==> config.mk <==
export PLATFORM = sky130hd
export DESIGN_NAME = vga_timing_gen_flat
export DESIGN_NICKNAME = d
export VERILOG_FILES = /design/src/rtl/vga_timing_pkg.sv /design/src/rtl/vga_timing_gen_if.sv /design/src/rtl/vga_axis_counter.sv /design/src/rtl/vga_timing_gen.sv /design/src/flat_wrapper.sv
export SDC_FILE = /design/constraint.sdc
export NUM_CORES = 1
export LEC_CHECK = 0
export BUFFER_PORTS_ARGS = -buffer_cell sky130_fd_sc_hd__buf_4
export CORE_MARGIN = 5
export CORE_UTILIZATION = 55
export DETAILED_ROUTE_END_ITERATION = 12
export PLACE_DENSITY_LB_ADDON = 0.25
export SLEW_MARGIN = 30
export SYNTH_ARGS = -nofsm -noshare
export SYNTH_HDL_FRONTEND = slang
export SYNTH_SLANG_ARGS = --single-unit
==> constraint.sdc <==
create_clock -name clk_pixel -period 3.4 [get_ports clk_pixel]
set_input_delay 0.17 -clock clk_pixel [delete_from_list [all_inputs] [get_ports clk_pixel]]
set_output_delay 0.17 -clock clk_pixel [all_outputs]
set_load 0.05 [all_outputs]
==> src/rtl/vga_timing_pkg.sv <==
// Shared raster-timing types, mode presets and segment helpers for vga_timing_gen.
package vga_timing_pkg;

  typedef enum logic [1:0] {
    SEG_ACTIVE,
    SEG_FRONT,
    SEG_SYNC,
    SEG_BACK
  } seg_e;

  typedef struct packed {
    logic [7:0] r;
    logic [7:0] g;
    logic [7:0] b;
  } rgb_t;

  typedef struct packed {
    int unsigned res_x;
    int unsigned hfp;
    int unsigned hpulse;
    int unsigned hbp;
    int unsigned res_y;
    int unsigned vfp;
    int unsigned vpulse;
    int unsigned vbp;
  } mode_t;

  function automatic int unsigned axis_total(input int unsigned act, fp, pulse, bp);
    return act + fp + pulse + bp;
  endfunction

  function automatic int unsigned sync_first(input int unsigned act, fp);
    return act + fp;
  endfunction

  function automatic int unsigned back_first(input int unsigned act, fp, pulse);
    return act + fp + pulse;
  endfunction

  // Segment of a position along one axis: active, front porch, sync, back porch.
  function automatic seg_e seg_of(input int unsigned pos, act, fp, pulse);
    if (pos < act) return SEG_ACTIVE;
    if (pos < sync_first(act, fp)) return SEG_FRONT;
    if (pos < back_first(act, fp, pulse)) return SEG_SYNC;
    return SEG_BACK;
  endfunction

  localparam mode_t MODE_1024X768 = '{
    res_x: 1024, hfp: 16, hpulse: 96, hbp: 44,
    res_y: 768,  vfp: 10, vpulse: 2,  vbp: 31
  };

  localparam mode_t MODE_640X480 = '{
    res_x: 640, hfp: 16, hpulse: 96, hbp: 48,
    res_y: 480, vfp: 10, vpulse: 2,  vbp: 33
  };

  localparam int unsigned HTOTAL_1024X768 = axis_total(1024, 16, 96, 44);
  localparam int unsigned VTOTAL_1024X768 = axis_total(768, 10, 2, 31);
  localparam int unsigned HTOTAL_640X480  = axis_total(640, 16, 96, 48);
  localparam int unsigned VTOTAL_640X480  = axis_total(480, 10, 2, 33);

endpackage

==> src/rtl/vga_timing_gen_if.sv <==
// Timing-generator output bundle plus pixel enable; master = generator, slave = consumer.
interface vga_timing_gen_if #(
  parameter int unsigned C_bits_x     = 11,
  parameter int unsigned C_bits_y     = 11,
  parameter int unsigned C_frame_bits = 8
);
  logic                    ce;
  logic [C_bits_x-1:0]     x;
  logic [C_bits_y-1:0]     y;
  logic                    hsync;
  logic                    vsync;
  logic                    blank;
  logic [C_bits_x-1:0]     fetch_x;
  logic [C_bits_y-1:0]     fetch_y;
  logic                    fetch_active;
  logic                    line_start;
  logic                    frame_start;
  logic [C_frame_bits-1:0] frame_count;
  logic [7:0]              test_r;
  logic [7:0]              test_g;
  logic [7:0]              test_b;

  modport master (
    input  ce,
    output x, y, hsync, vsync, blank,
    output fetch_x, fetch_y, fetch_active,
    output line_start, frame_start, frame_count,
    output test_r, test_g, test_b
  );

  modport slave (
    output ce,
    input  x, y, hsync, vsync, blank,
    input  fetch_x, fetch_y, fetch_active,
    input  line_start, frame_start, frame_count,
    input  test_r, test_g, test_b
  );
endinterface

==> src/rtl/vga_axis_counter.sv <==
// One raster axis: wrapping position counter with a registered segment decode aligned to it.
module vga_axis_counter
  import vga_timing_pkg::*;
#(
  parameter int unsigned C_bits   = 11,
  parameter int unsigned C_active = 1024,
  parameter int unsigned C_fp     = 16,
  parameter int unsigned C_pulse  = 96,
  parameter int unsigned C_bp     = 44
) (
  input  logic              clk,
  input  logic              rst,
  input  logic              en,
  output logic [C_bits-1:0] count,
  output seg_e              seg,
  output logic              last_c
);

  localparam int unsigned       TOTAL = axis_total(C_active, C_fp, C_pulse, C_bp);
  localparam logic [C_bits-1:0] LAST  = C_bits'(TOTAL - 1);

  logic [C_bits-1:0] count_next;
  seg_e              seg_next;

  assign last_c = (count == LAST);

  always_comb begin
    count_next = count;
    if (en) begin
      count_next = last_c ? '0 : count + C_bits'(1);
    end
    seg_next = seg_of(32'(count_next), C_active, C_fp, C_pulse);
  end

  always_ff @(posedge clk or posedge rst) begin
    if (rst) begin
      count <= '0;
      seg   <= SEG_ACTIVE;
    end else begin
      count <= count_next;
      seg   <= seg_next;
    end
  end

endmodule

==> src/rtl/vga_timing_gen.sv <==
// Parametrised raster timing generator with sync polarity, pixel enable, prefetch stream and strobes.
// Optional test picture on test_r/g/b when VGA_TIMING_TEST_PICTURE_EN is defined; otherwise tied to 0.
module vga_timing_gen
  import vga_timing_pkg::*;
#(
  parameter int unsigned C_resolution_x      = MODE_1024X768.res_x,
  parameter int unsigned C_hsync_front_porch = MODE_1024X768.hfp,
  parameter int unsigned C_hsync_pulse       = MODE_1024X768.hpulse,
  parameter int unsigned C_hsync_back_porch  = MODE_1024X768.hbp,
  parameter int unsigned C_resolution_y      = MODE_1024X768.res_y,
  parameter int unsigned C_vsync_front_porch = MODE_1024X768.vfp,
  parameter int unsigned C_vsync_pulse       = MODE_1024X768.vpulse,
  parameter int unsigned C_vsync_back_porch  = MODE_1024X768.vbp,
  parameter int unsigned C_bits_x            = 11,
  parameter int unsigned C_bits_y            = 11,
  parameter logic        C_hsync_polarity    = 1'b0,
  parameter logic        C_vsync_polarity    = 1'b0,
  parameter int unsigned C_prefetch          = 2,
  parameter int unsigned C_frame_bits        = 8
) (
  input  logic             clk_pixel,
  input  logic             reset,
  vga_timing_gen_if.master vif
);

  localparam int unsigned HTOTAL = axis_total(C_resolution_x, C_hsync_front_porch,
                                              C_hsync_pulse, C_hsync_back_porch);
  localparam int unsigned VTOTAL = axis_total(C_resolution_y, C_vsync_front_porch,
                                              C_vsync_pulse, C_vsync_back_porch);
  localparam int unsigned FBX    = C_bits_x + 1;

  localparam logic [FBX-1:0]      HTOTAL_W = FBX'(HTOTAL);
  localparam logic [FBX-1:0]      PREF_W   = FBX'(C_prefetch);
  localparam logic [C_bits_x-1:0] XRES     = C_bits_x'(C_resolution_x);
  localparam logic [C_bits_y-1:0] YRES     = C_bits_y'(C_resolution_y);
  localparam logic [C_bits_y-1:0] VLAST    = C_bits_y'(VTOTAL - 1);

  logic [C_bits_x-1:0]     hcount;
  logic [C_bits_y-1:0]     vcount;
  seg_e                    hseg;
  seg_e                    vseg;
  logic                    h_last;
  logic                    v_last;
  logic                    frame_wrap;
  logic [C_frame_bits-1:0] fc_next;
  logic                    blank_next;
  logic [FBX-1:0]          hf_sum;
  logic [C_bits_x-1:0]     hf;
  logic [C_bits_y-1:0]     vf;
  logic                    fetch_active_next;
  rgb_t                    pic;

  vga_axis_counter #(
    .C_bits   (C_bits_x),
    .C_active (C_resolution_x),
    .C_fp     (C_hsync_front_porch),
    .C_pulse  (C_hsync_pulse),
    .C_bp     (C_hsync_back_porch)
  ) u_hcount (
    .clk    (clk_pixel),
    .rst    (reset),
    .en     (vif.ce),
    .count  (hcount),
    .seg    (hseg),
    .last_c (h_last)
  );

  vga_axis_counter #(
    .C_bits   (C_bits_y),
    .C_active (C_resolution_y),
    .C_fp     (C_vsync_front_porch),
    .C_pulse  (C_vsync_pulse),
    .C_bp     (C_vsync_back_porch)
  ) u_vcount (
    .clk    (clk_pixel),
    .rst    (reset),
    .en     (vif.ce & h_last),
    .count  (vcount),
    .seg    (vseg),
    .last_c (v_last)
  );

  // Frame counter steps on the same edge the counters wrap back to (0,0).
  assign frame_wrap = vif.ce & h_last & v_last;
  assign fc_next    = frame_wrap ? vif.frame_count + C_frame_bits'(1) : vif.frame_count;
  assign blank_next = (hseg != SEG_ACTIVE) || (vseg != SEG_ACTIVE);

  // Lookahead coordinate; crossing the line end carries into the next (wrapping) line.
  always_comb begin
    hf_sum = {1'b0, hcount} + PREF_W;
    hf     = C_bits_x'(hf_sum);
    vf     = vcount;
    if (hf_sum >= HTOTAL_W) begin
      hf = C_bits_x'(hf_sum - HTOTAL_W);
      vf = (vcount == VLAST) ? '0 : vcount + C_bits_y'(1);
    end
    fetch_active_next = (hf < XRES) && (vf < YRES);
  end

  always_ff @(posedge clk_pixel or posedge reset) begin
    if (reset) begin
      vif.x            <= '0;
      vif.y            <= '0;
      vif.hsync        <= ~C_hsync_polarity;
      vif.vsync        <= ~C_vsync_polarity;
      vif.blank        <= 1'b1;
      vif.fetch_x      <= '0;
      vif.fetch_y      <= '0;
      vif.fetch_active <= 1'b0;
      vif.line_start   <= 1'b0;
      vif.frame_start  <= 1'b0;
      vif.frame_count  <= '0;
    end else begin
      // Strobes drop on any idle pixel so they never stretch under ce gating.
      vif.line_start  <= 1'b0;
      vif.frame_start <= 1'b0;
      if (vif.ce) begin
        vif.x            <= hcount;
        vif.y            <= vcount;
        vif.hsync        <= (hseg == SEG_SYNC) ? C_hsync_polarity : ~C_hsync_polarity;
        vif.vsync        <= (vseg == SEG_SYNC) ? C_vsync_polarity : ~C_vsync_polarity;
        vif.blank        <= blank_next;
        vif.fetch_x      <= hf;
        vif.fetch_y      <= vf;
        vif.fetch_active <= fetch_active_next;
        vif.line_start   <= (hcount == '0);
        vif.frame_start  <= (hcount == '0) && (vcount == '0);
        vif.frame_count  <= fc_next;
      end
    end
  end

`ifdef VGA_TIMING_TEST_PICTURE_EN
  localparam logic [C_bits_x-1:0] XLAST = C_bits_x'(C_resolution_x - 1);
  localparam logic [C_bits_y-1:0] YLAST = C_bits_y'(C_resolution_y - 1);

  rgb_t pic_next;
  logic border;

  assign border = (hcount == '0) || (hcount == XLAST) || (vcount == '0) || (vcount == YLAST);

  always_comb begin
    pic_next = '0;
    if (!blank_next) begin
      if (border) begin
        pic_next = '{r: 8'hff, g: 8'hff, b: 8'hff};
      end else begin
        pic_next = '{r: 8'(hcount), g: 8'(vcount), b: 8'(fc_next)};
      end
    end
  end

  always_ff @(posedge clk_pixel or posedge reset) begin
    if (reset) begin
      pic <= '0;
    end else if (vif.ce) begin
      pic <= pic_next;
    end
  end
`else
  assign pic = '0;
`endif

  assign vif.test_r = pic.r;
  assign vif.test_g = pic.g;
  assign vif.test_b = pic.b;

endmodule

==> src/flat_wrapper.sv <==
// flat-port wrapper written by rule: the top's interface ports become plain ports
module vga_timing_gen_flat import vga_timing_pkg::*;
#(
  parameter int unsigned C_resolution_x      = MODE_1024X768.res_x,
  parameter int unsigned C_hsync_front_porch = MODE_1024X768.hfp,
  parameter int unsigned C_hsync_pulse       = MODE_1024X768.hpulse,
  parameter int unsigned C_hsync_back_porch  = MODE_1024X768.hbp,
  parameter int unsigned C_resolution_y      = MODE_1024X768.res_y,
  parameter int unsigned C_vsync_front_porch = MODE_1024X768.vfp,
  parameter int unsigned C_vsync_pulse       = MODE_1024X768.vpulse,
  parameter int unsigned C_vsync_back_porch  = MODE_1024X768.vbp,
  parameter int unsigned C_bits_x            = 11,
  parameter int unsigned C_bits_y            = 11,
  parameter logic        C_hsync_polarity    = 1'b0,
  parameter logic        C_vsync_polarity    = 1'b0,
  parameter int unsigned C_prefetch          = 2,
  parameter int unsigned C_frame_bits        = 8
)
  (clk_pixel, reset, vif_ce, vif_x, vif_y, vif_hsync, vif_vsync, vif_blank, vif_fetch_x, vif_fetch_y, vif_fetch_active, vif_line_start, vif_frame_start, vif_frame_count, vif_test_r, vif_test_g, vif_test_b);
  vga_timing_gen_if #(.C_bits_x(C_bits_x), .C_bits_y(C_bits_y), .C_frame_bits(C_frame_bits)) vif_i ();
  input  logic clk_pixel;
  input  logic reset;
  input wire logic [$bits(vif_i.ce)-1:0] vif_ce;
  output wire logic [$bits(vif_i.x)-1:0] vif_x;
  output wire logic [$bits(vif_i.y)-1:0] vif_y;
  output wire logic [$bits(vif_i.hsync)-1:0] vif_hsync;
  output wire logic [$bits(vif_i.vsync)-1:0] vif_vsync;
  output wire logic [$bits(vif_i.blank)-1:0] vif_blank;
  output wire logic [$bits(vif_i.fetch_x)-1:0] vif_fetch_x;
  output wire logic [$bits(vif_i.fetch_y)-1:0] vif_fetch_y;
  output wire logic [$bits(vif_i.fetch_active)-1:0] vif_fetch_active;
  output wire logic [$bits(vif_i.line_start)-1:0] vif_line_start;
  output wire logic [$bits(vif_i.frame_start)-1:0] vif_frame_start;
  output wire logic [$bits(vif_i.frame_count)-1:0] vif_frame_count;
  output wire logic [$bits(vif_i.test_r)-1:0] vif_test_r;
  output wire logic [$bits(vif_i.test_g)-1:0] vif_test_g;
  output wire logic [$bits(vif_i.test_b)-1:0] vif_test_b;
  assign vif_i.ce = vif_ce;
  assign vif_x = vif_i.x;
  assign vif_y = vif_i.y;
  assign vif_hsync = vif_i.hsync;
  assign vif_vsync = vif_i.vsync;
  assign vif_blank = vif_i.blank;
  assign vif_fetch_x = vif_i.fetch_x;
  assign vif_fetch_y = vif_i.fetch_y;
  assign vif_fetch_active = vif_i.fetch_active;
  assign vif_line_start = vif_i.line_start;
  assign vif_frame_start = vif_i.frame_start;
  assign vif_frame_count = vif_i.frame_count;
  assign vif_test_r = vif_i.test_r;
  assign vif_test_g = vif_i.test_g;
  assign vif_test_b = vif_i.test_b;
  vga_timing_gen #(.C_resolution_x(C_resolution_x), .C_hsync_front_porch(C_hsync_front_porch), .C_hsync_pulse(C_hsync_pulse), .C_hsync_back_porch(C_hsync_back_porch), .C_resolution_y(C_resolution_y), .C_vsync_front_porch(C_vsync_front_porch), .C_vsync_pulse(C_vsync_pulse), .C_vsync_back_porch(C_vsync_back_porch), .C_bits_x(C_bits_x), .C_bits_y(C_bits_y), .C_hsync_polarity(C_hsync_polarity), .C_vsync_polarity(C_vsync_polarity), .C_prefetch(C_prefetch), .C_frame_bits(C_frame_bits)) u_core (.clk_pixel(clk_pixel), .reset(reset), .vif(vif_i));
endmodule
==> flow_summary.json, run 1 <==
{
  "synthArstFlopShare_pct": 100,
  "cts_max_path_buffers": 2,
  "die_x_um": 103,
  "place_ws_ns": 0.539,
  "timing.slew.headroom_pct": 56.3,
  "syn2layout_area_growth_pct": 12.0,
  "grt_pass1_wl_um": 17900,
  "postSynthCellCount": 502,
  "critPathCaptureType": "register",
  "yosys_warnings": 0,
  "wl_met3_um": 774,
  "finClkSkew_ns": 0.00947,
  "p_leak_nw": 2.47,
  "ys.flop_type": "dfrtp_1",
  "placed_area_um2": 5160,
  "cts_max_level": 3,
  "ant_nets": 0,
  "met1_length_um": 5230,
  "postCtsSetupBuffers": 0,
  "cts_root_buf": "clkbuf_8",
  "grt_max_degree": 53,
  "max-cap-violations": 0,
  "power.density_nw_per_um2": 555,
  "cp-start-kind": "register",
  "synth.distinct_cells": 66,
  "hp-class": "input pin to register",
  "clkTransAtPathRegs_ns": 0.09,
  "arrival_ns": 3.17,
  "top_layer_used": "met4",
  "outcome": "completed",
  "post-route-drc-count": 0,
  "grt-ovfl-total": 0,
  "design_area_um2": 5360,
  "cts_resized": 0,
  "hold_buffers": 1,
  "wl_met2_um": 4600,
  "tightest_slew_ns": 0.651,
  "vdd_ir_drop_max_uv": 476,
  "critPathSlowestCell": "dfrtp_1",
  "vias": 3837,
  "clock_sinks": 83,
  "core_um2": 8590,
  "total_power_mw": 2.97,
  "fin_cells": 659,
  "ios": 85,
  "dp.cells": 642,
  "cpPeakStageDelay_ns": 0.50,
  "fin_ws_ns": 0.466,
  "avgViaCountPerCell": 5.82,
  "routed_wl_um": 10700,
  "path_max_fanout": 29,
  "synth_seq_cells": 83,
  "path_class": "register to register",
  "cts_tree": "built",
  "maxSlewViolCount": 0,
  "finalHoldViolCount": 0,
  "initial_core_util_pct": 55.7,
  "fin_crit_sh_pct": 86.3,
  "crit_buf_inv": 1,
  "syn_area_per_cell_um2": 9.53,
  "hold_slack_ns": 0.225,
  "rows": 34,
  "antenna_found_initial": 0,
  "hpwl_um": 7560,
  "grt_usage_pct": 20.9,
  "period_needed_ns": 2.93,
  "final_core_util_pct": 62.4,
  "gp_congestion": 0.940,
  "path_delay_family": "compound AO/OA/AOI/OAI gates",
  "crit_chain": "ha_1 > nand3_1 > xnor2_1 > a2111o_1 > a21oi_2 > o21a_1 > buf_4 > nor4_1 > a311o_1",
  "syn-cell-area_um2": 4790,
  "drt_first_iter_violations": 276,
  "tns_ns": 0,
  "cts_buffers": 9,
  "worstPathRequired_ns": 3.64,
  "grt_pass1_vias": 3618,
  "drive_above_1_share_pct": 23.2,
  "portBuffers": 60,
  "ys_seq_area_share_pct": 43.5,
  "dr.pass1.iters": 5,
  "die-area_um2": 10700,
  "clock_latency_ns": 0.35,
  "synth_edf_count": 0,
  "fmax_ghz": 0.341,
  "die_h_um": 103,
  "insertedDiodeCount": 0,
  "layout.nets": 558,
  "wl_per_cell_um": 16.3,
  "rsz0062_at_grt": "no",
  "setup_viol": 0
}
cells by family (layout without fill, tap and decap cells):
group                      count (synthesis)  after routing  synth area share (%)
adders and majority gates                  9              9                  2.35
and+or+nand+nor                          166            166                  18.2
muxes                                     28             28                  6.51
AOI/OAI and AO/OA                        102            102                  14.7
buffers and inverters                     86            112                  9.70
other                                      1             24                0.0784
DFF                                       83             83                  43.5
xor gates and xnor gates                  27             27                  4.94
Yosys cell counts, types with 4 or more instances:
library cell,number,share of area (%)
nor2_1,39,3.1
and3_1,8,1.0
inv_1,27,2.1
a31oi_1,13,1.7
nor4_1,8,1.0
nor3_1,10,1.0
buf_2,8,0.84
o21ai_0,30,3.1
nand3_1,27,2.8
o21a_1,5,0.78
dfrtp_1,80,42
or3_1,8,1.0
nand4_1,7,0.91
a21oi_1,15,1.6
nand2_1,33,2.6
nand2b_1,4,0.52
mux2_2,25,5.9
o31ai_1,5,0.78
xor2_1,5,0.91
buf_4,29,4.5
clkbuf_1,16,1.3
ha_1,9,2.4
xnor2_1,22,4.0
final timing paths:
path / start / to / slack [ns] / depth (start not counted)
max: u_core.u_hcount.count[1]$_DFFE_PP0P_ / u_core.vif.fetch_x[5]$_DFFE_PP0P_ / 0.47 / 9
min: vif_ce / u_core.u_hcount.count[0]$_DFFE_PP0P_ / 0.23 / 3
max reg2reg: u_core.u_hcount.count[1]$_DFFE_PP0P_ / u_core.vif.fetch_x[5]$_DFFE_PP0P_ / 0.47 / 9
min reg2reg: u_core.u_hcount.seg[1]$_DFF_PP0_ / u_core.vif.hsync$_DFFE_PP1P_ / 0.45 / 1
max in group asynchronous: reset / u_core.u_vcount.count[9]$_DFF_PP0_ / 1.93 / 4
min in group asynchronous: reset / u_core.vif.fetch_x[4]$_DFFE_PP0P_ / 0.41 / 3
cells in the final DEF (no fill, tap or decap), drive strengths merged, types with 7 or more instances in the layout:
master / n
nand3: 27
a31oi: 13
conb: 24
ha: 9
buf: 68
nand2: 34
nor4: 10
a21oi: 16
clkbuf: 12
dfrtp: 80
inv: 26
nor2: 39
o21ai: 33
nor3: 12
mux2: 25
or3: 8
nand4: 7
and3: 8
xnor2: 22
flip-flops by register name (all words and copies together) (netlist names):
register	cells
u_core.u_hcount.count	11
u_core.u_vcount.count	11
u_core.vif.fetch_x	11
u_core.vif.fetch_y	11
u_core.vif.y	11
u_core.vif.x	10
u_core.vif.frame_count	8
u_core.u_hcount.seg	2
u_core.u_vcount.seg	2
u_core.vif.blank	1
u_core.vif.fetch_active	1
u_core.vif.frame_start	1
u_core.vif.hsync	1
u_core.vif.line_start	1
u_core.vif.vsync	1
per-layer routing:
layer | up-vias | GRT usage, %
met1 | 1847 | 32.3
met3 | 14 | 2.62
met5 | - | 0
met2 | 159 | 30.7
li1 | 1817 | -
met4 | 0 | 6.27
worst min-delay path: stages:
cell     delay (ns)
buf_4          0.19
nand3_1        0.09
o21ai_0        0.07
where the power goes:
part           switching [mW]  internal (mW)
clock                   0.356          0.359
sequential              0.129           1.11
combinational           0.687          0.329
total                    1.17           1.80
final cells by class:
| cell class | instances | area [um2] |
|---|---|---|
| Multi-Input combinational cell | 356 | 2330 |
| Fill cell | 706 | 3230 |
| Clock inverter | 4 | 50.0 |
| Clock buffer | 12 | 145 |
| Inverter | 27 | 103 |
| Sequential cell | 83 | 2080 |
| Timing Repair Buffer | 69 | 520 |
| Tap cell | 108 | 135 |
Note: power is estimated with default switching activity, not from simulation.
==> run 2: changes to the inputs <==
--- a/config.mk
+++ b/config.mk
@@ -5,7 +5,9 @@
 export SDC_FILE = /design/constraint.sdc
 export NUM_CORES = 1
 export LEC_CHECK = 0
+export ABC_AREA = 1
 export BUFFER_PORTS_ARGS = -buffer_cell sky130_fd_sc_hd__buf_4
+export CAP_MARGIN = 20
 export CORE_MARGIN = 5
 export CORE_UTILIZATION = 55
 export DETAILED_ROUTE_END_ITERATION = 12
==> flow_summary.json, run 2 <==
{
  "synthArstFlopShare_pct": 100,
  "p_leak_nw": 2.62,
  "rows": 33,
  "cts_max_path_buffers": 2,
  "fmax_ghz": 0.409,
  "grt_pass1_vias": 3680,
  "cts_buffers": 9,
  "cts_resized": 0,
  "rsz0062_at_grt": "no",
  "routed_wl_um": 11300,
  "dp.cells": 732,
  "die-area_um2": 10300,
  "core_um2": 8220,
  "path_max_fanout": 7,
  "netlist.area_leader.share_pct": 43.3,
  "ys.flop_type": "dfrtp_1",
  "fin_cells": 749,
  "drt_first_iter_violations": 329,
  "die_x_um": 102,
  "layout_commonest_cell": "nand2_1",
  "maxSlewViolCount": 0,
  "gp_congestion": 1.02,
  "vias": 3947,
  "r2r-start": "u_core.u_vcount.count[1]$_DFF_PP0_",
  "setup_viol": 0,
  "syn2layout_area_growth_pct": 13.0,
  "yosys_warnings": 0,
  "syn_area_per_cell_um2": 7.87,
  "outcome": "completed",
  "mostFrequentLayoutCells": "nand2_1, dfrtp_1, buf_4",
  "crit_start": "u_core.u_vcount.count[1]$_DFF_PP0_",
  "grt_pass1_wl_um": 18600,
  "hp-class": "input pin to register",
  "antenna_found_initial": 0,
  "syn-cell-area_um2": 4620,
  "ys_seq_area_share_pct": 45.1,
  "vdd_ir_drop_max_uv": 491,
  "max-cap-violations": 0,
  "rr_worst_depth": 10,
  "grt_usage_pct": 22.7,
  "critPathCaptureType": "register",
  "die_h_um": 102,
  "min_path_cells": 3,
  "yosysTopAreaCell": "dfrtp_1",
  "synth_seq_cells": 83,
  "clkTransAtPathRegs_ns": 0.08,
  "fillers": 755,
  "worstPathRequired_ns": 3.65,
  "synth_most_common_cell": "nand2_1",
  "fin_crit_sh_pct": 71.9,
  "portBuffers": 60,
  "grt_max_degree": 42,
  "clock_latency_ns": 0.36,
  "ant_nets": 0,
  "postSynthCellCount": 587,
  "power.density_nw_per_um2": 829,
  "ios": 85,
  "dr.pass1.iters": 5,
  "cts_max_level": 3,
  "insertedDiodeCount": 0,
  "clock_sinks": 83,
  "arrival_ns": 2.70,
  "synth_area_leaders": "dfrtp_1, nand2_1, nand3_1",
  "register_area_um2": 2080,
  "synth.distinct_cells": 39,
  "synth_common_cells": "nand2_1, dfrtp_1, inv_1",
  "hold_slack_ns": 0.218,
  "initial_core_util_pct": 56.2,
  "grt-ovfl-total": 0,
  "tns_ns": 0,
  "wl_per_cell_um": 15.0,
  "worstHoldStart": "vif_ce",
  "r2r_setup_slack_ns": 0.95,
  "path_class": "register to register",
  "avgViaCountPerCell": 5.27,
  "tightest_slew_ns": 0.618,
  "cts_root_buf": "clkbuf_8",
  "postCtsSetupBuffers": 0,
  "finClkSkew_ns": 0.0106,
  "timing.slew.headroom_pct": 58.8,
  "layout.nets": 651,
  "finalHoldViolCount": 0,
  "drive_above_1_share_pct": 17.1,
  "synth_edf_count": 0,
  "hpwl_um": 8480,
  "period_needed_ns": 2.45,
  "cp-start-kind": "register",
  "cts_tree": "built",
  "multi_input_area_um2": 2090,
  "post-route-drc-count": 0
}
-- run 2: changes by cell type after synthesis, sizes merged, moves of 10 or more --
cell / previous run / this run
mux2: 25 / 1
nand2: 34 / 162
o21ai: 33 / 50
a31oi: 13 / 3
xnor2: 22 / 4
nor2: 39 / 56
clkbuf: 16 / 6
nand3: 27 / 49
inv: 27 / 60
-- run 2: cell families (layout without fill, tap and decap cells) --
kind of cell / after synthesis / count (layout) / share of synthesized area (%)
AOI/OAI and AO/OA: 67 / 67 / 7.56
buffers and inverters: 106 / 140 / 11.5
other: 1 / 24 / 0.0812
xor gates and xnor gates: 17 / 17 / 3.22
DFF: 83 / 83 / 45.1
and+or+nand+nor: 303 / 303 / 29.9
muxes: 1 / 1 / 0.244
adders and majority gates: 9 / 9 / 2.44
-- run 2: metal layers --
layer	track usage, %	vias up	wire, um
li1	-	1944	-
met2	33.0	162	4980
met5	0	-	0
met3	4.96	4	893
met1	34.7	1837	5350
met4	5.21	0	37
-- run 2: area by class of cell --
class / instances / area share [%]
Multi-Input combinational cell: 421 / 40.1
Sequential cell: 83 / 39.9
Timing Repair Buffer: 64 / 9.25
Inverter: 60 / 4.34
Clock buffer: 12 / 2.97
Tap cell: 105 / 2.52
Clock inverter: 4 / 0.935
-- run 2: repair_timing --
action | in CTS | in global routing
endpoints found under the setup margin | 0 | 0
hold buffers | 1 | 0
hold endpoints to repair | 23 | 0
-- run 2: through the flow --
step,utilization [%],power [mW],worst slack [ns],area (um2)
after floorplan,-,3.09,1.10,4700
after global placement,60.9,3.56,1.13,5000
after detailed placement,60.9,3.59,1.01,5000
after CTS,63.5,4.33,0.991,5220
after global routing,63.5,4.60,0.713,5220
final,63.5,4.33,0.954,5220
-- run 2: worst max-delay path, cell delays in order, from the launching register on --
cell and delay (ns):
dfrtp_1 0.52, ha_1 0.32, nand4_1 0.18, nor2_1 0.26
nand4_1 0.13, nand2_1 0.09, inv_1 0.05, o21ai_0 0.40
inv_1 0.14, nor2_1 0.19, nor2_1 0.07
-- run 2: path summary, 6_finish.rpt --
check | to
setup / recovery | u_core.u_vcount.seg[0]$_DFF_PP0_
min in group asynchronous | u_core.vif.y[0]$_DFFE_PP0P_
max in group asynchronous | u_core.vif.fetch_y[10]$_DFFE_PP0P_
hold reg to reg | u_core.vif.hsync$_DFFE_PP1P_
hold / removal | u_core.vif.vsync$_DFFE_PP1P_
setup reg to reg | u_core.u_vcount.seg[0]$_DFF_PP0_
-- run 2: report_power, final --
part	total (mW)	internal (mW)	switching, mW
registers	1.50	1.23	0.268
logic	2.09	0.579	1.51
clock network	0.738	0.379	0.359
==> run 3: changes to the inputs <==
--- a/config.mk
+++ b/config.mk
@@ -5,7 +5,7 @@
 export SDC_FILE = /design/constraint.sdc
 export NUM_CORES = 1
 export LEC_CHECK = 0
-export ABC_AREA = 1
+export ABC_AREA = 0
 export BUFFER_PORTS_ARGS = -buffer_cell sky130_fd_sc_hd__buf_4
 export CAP_MARGIN = 20
 export CORE_MARGIN = 5
==> constraint.sdc (replaced) <==
create_clock -name clk_pixel -period 2.45 [get_ports clk_pixel]
set_input_delay 0.1225 -clock clk_pixel [delete_from_list [all_inputs] [get_ports clk_pixel]]
set_output_delay 0.1225 -clock clk_pixel [all_outputs]
set_load 0.05 [all_outputs]
==> flow_summary.json, run 3 (synthesized netlist as in run 1, its figures left out) <==
{
  "grt_max_degree": 48,
  "fillers": 679,
  "cp-start-kind": "register",
  "grt_pass1_wl_um": 19500,
  "routed_wl_um": 12200,
  "critPathCaptureType": "register",
  "worstPathRequired_ns": 2.69,
  "layout.nets": 615,
  "p_leak_nw": 2.81,
  "grt_pass1_vias": 3848,
  "gp_congestion": 0.957,
  "outcome": "completed",
  "critPathSlowestCell": "dfrtp_2",
  "drt_first_iter_violations": 290,
  "clock_sinks": 83,
  "design_area_um2": 6020,
  "setup_viol": 0,
  "vias": 4157,
  "cpPeakStageDelay_ns": 0.46,
  "crit_buf_inv": 1,
  "maxSlewViolCount": 0,
  "crit_chain": "ha_4 > xor2_2 > ha_2 > a2111o_1 > a21oi_2 > buf_4 > nor4_1 > a211o_1 > mux2_2",
  "mostFrequentLayoutCells": "buf_4, dfrtp_1, nor2_1",
  "cts_max_level": 3,
  "fin_ws_ns": 0.0261,
  "antenna_found_initial": 0,
  "max-cap-violations": 0,
  "vdd_ir_drop_max_uv": 656,
  "power.density_nw_per_um2": 737,
  "grt_usage_pct": 23.4,
  "path_max_fanout": 3,
  "syn2layout_area_growth_pct": 25.8,
  "total_power_mw": 4.44,
  "clock_latency_ns": 0.36,
  "placed_area_um2": 5550,
  "hpwl_um": 8620,
  "avgViaCountPerCell": 5.81,
  "clkTransAtPathRegs_ns": 0.08,
  "tns_ns": 0,
  "wl_per_cell_um": 17.1,
  "path_delay_family": "compound AO/OA/AOI/OAI gates",
  "path_class": "register to register",
  "fin_crit_sh_pct": 98.9,
  "hp-class": "input pin to register",
  "die-area_um2": 10700,
  "core_um2": 8590,
  "fmax_ghz": 0.413,
  "finClkSkew_ns": 0.0112,
  "grt-ovfl-total": 0,
  "rsz0062_at_grt": "yes",
  "dp.cells": 689,
  "drive_above_1_share_pct": 34.9,
  "portBuffers": 60,
  "insertedDiodeCount": 0,
  "ios": 85,
  "ant_nets": 0,
  "timing.slew.headroom_pct": 55.2,
  "cts_root_buf": "clkbuf_8",
  "die_x_um": 103,
  "dr.pass1.iters": 5,
  "initial_core_util_pct": 55.7,
  "period_needed_ns": 2.42,
  "cts_buffers": 9,
  "layout_commonest_cell": "buf_4",
  "post-route-drc-count": 0,
  "cts_max_path_buffers": 2,
  "arrival_ns": 2.67,
  "finalHoldViolCount": 0,
  "place_ws_ns": -0.0258,
  "fin_cells": 715,
  "tightest_slew_ns": 0.671,
  "cts_tree": "built",
  "rows": 34,
  "die_h_um": 103
}
## run 3: cell count changes in the layout (fill, tap and decap cells not counted), sizes merged, moves of 8 or more
cell and delta:
xor2 -8, inv -33, nand2 -128, o21ai -17, nor2 -17, a31oi +10, buf +61, mux2 +24
nand3 -22, or3 +8, xnor2 +18
## run 3: layout make-up
type,instances,area [um2],share of cell area (%)
flip-flops and latches,83,2090,34.7
inverters,27,103,1.70
clock buffers,11,141,2.35
multi-input cells,356,2460,40.9
well taps,108,135,2.24
repair buffers,126,1040,17.3
clock inverters,4,51.3,0.852
## run 3: worst reg2reg max path, cell delays in order (launching register included)
cell and delay, ns:
dfrtp_2 0.46, ha_4 0.18, xor2_2 0.15, ha_2 0.18, a2111o_1 0.39, a21oi_2 0.18, buf_4 0.15, nor4_1 0.05
a211o_1 0.31, mux2_2 0.27
## run 3: final timing paths
| path | start | slack (ns) | endpoint | depth (start not counted) |
|---|---|---|---|---|
| worst max-delay path | u_core.u_hcount.count[1]$_DFFE_PP0P_ | 0.03 | u_core.vif.fetch_y[10]$_DFFE_PP0P_ | 9 |
| worst min-delay path | vif_ce | 0.11 | u_core.vif.fetch_y[10]$_DFFE_PP0P_ | 2 |
| worst min register to register | u_core.u_hcount.seg[1]$_DFF_PP0_ | 0.46 | u_core.vif.hsync$_DFFE_PP1P_ | 1 |
| max in group asynchronous | reset | 1.34 | u_core.vif.hsync$_DFFE_PP1P_ | 4 |
| worst max register to register | u_core.u_hcount.count[1]$_DFFE_PP0P_ | 0.03 | u_core.vif.fetch_y[10]$_DFFE_PP0P_ | 9 |
| min in group asynchronous | reset | 0.39 | u_core.vif.fetch_x[4]$_DFFE_PP0P_ | 3 |
## run 3: power breakdown
group	total (mW)	switching [mW]	internal [mW]
clock network	0.987	0.493	0.494
registers	1.72	0.168	1.56
logic	1.73	1.07	0.656
total	4.44	1.73	2.71
## run 3: routing by layer
| metal | part of all wire, % | track usage (%) | routed length (um) |
|---|---|---|---|
| met2 | 45 | 35.1 | 5510 |
| met4 | 1.3 | 6.67 | 156 |
| met5 | 0 | 0 | 0 |
| met3 | 7.4 | 2.82 | 904 |
| met1 | 46 | 35.8 | 5670 |
## run 3: through the flow
stage / hold slack (ns) / utilization (%)
6_report: 0.115 / 70.1
5_1_grt: 0.109 / 70.1
4_1_cts: 0.0948 / 68.1
3_5_place_dp: 0.245 / 64.6
3_3_place_gp: 0.236 / 64.6
2_1_floorplan: 0.404 / -
## run 3: repair_timing
item	4_1_cts	5_1_grt
setup buffers	2	6
pin swaps	9	23
resized for setup	10	27
setup endpoints to repair	6	24
endpoints found under the hold margin	36	0
hold buffers	1	0
gates cloned	2	0
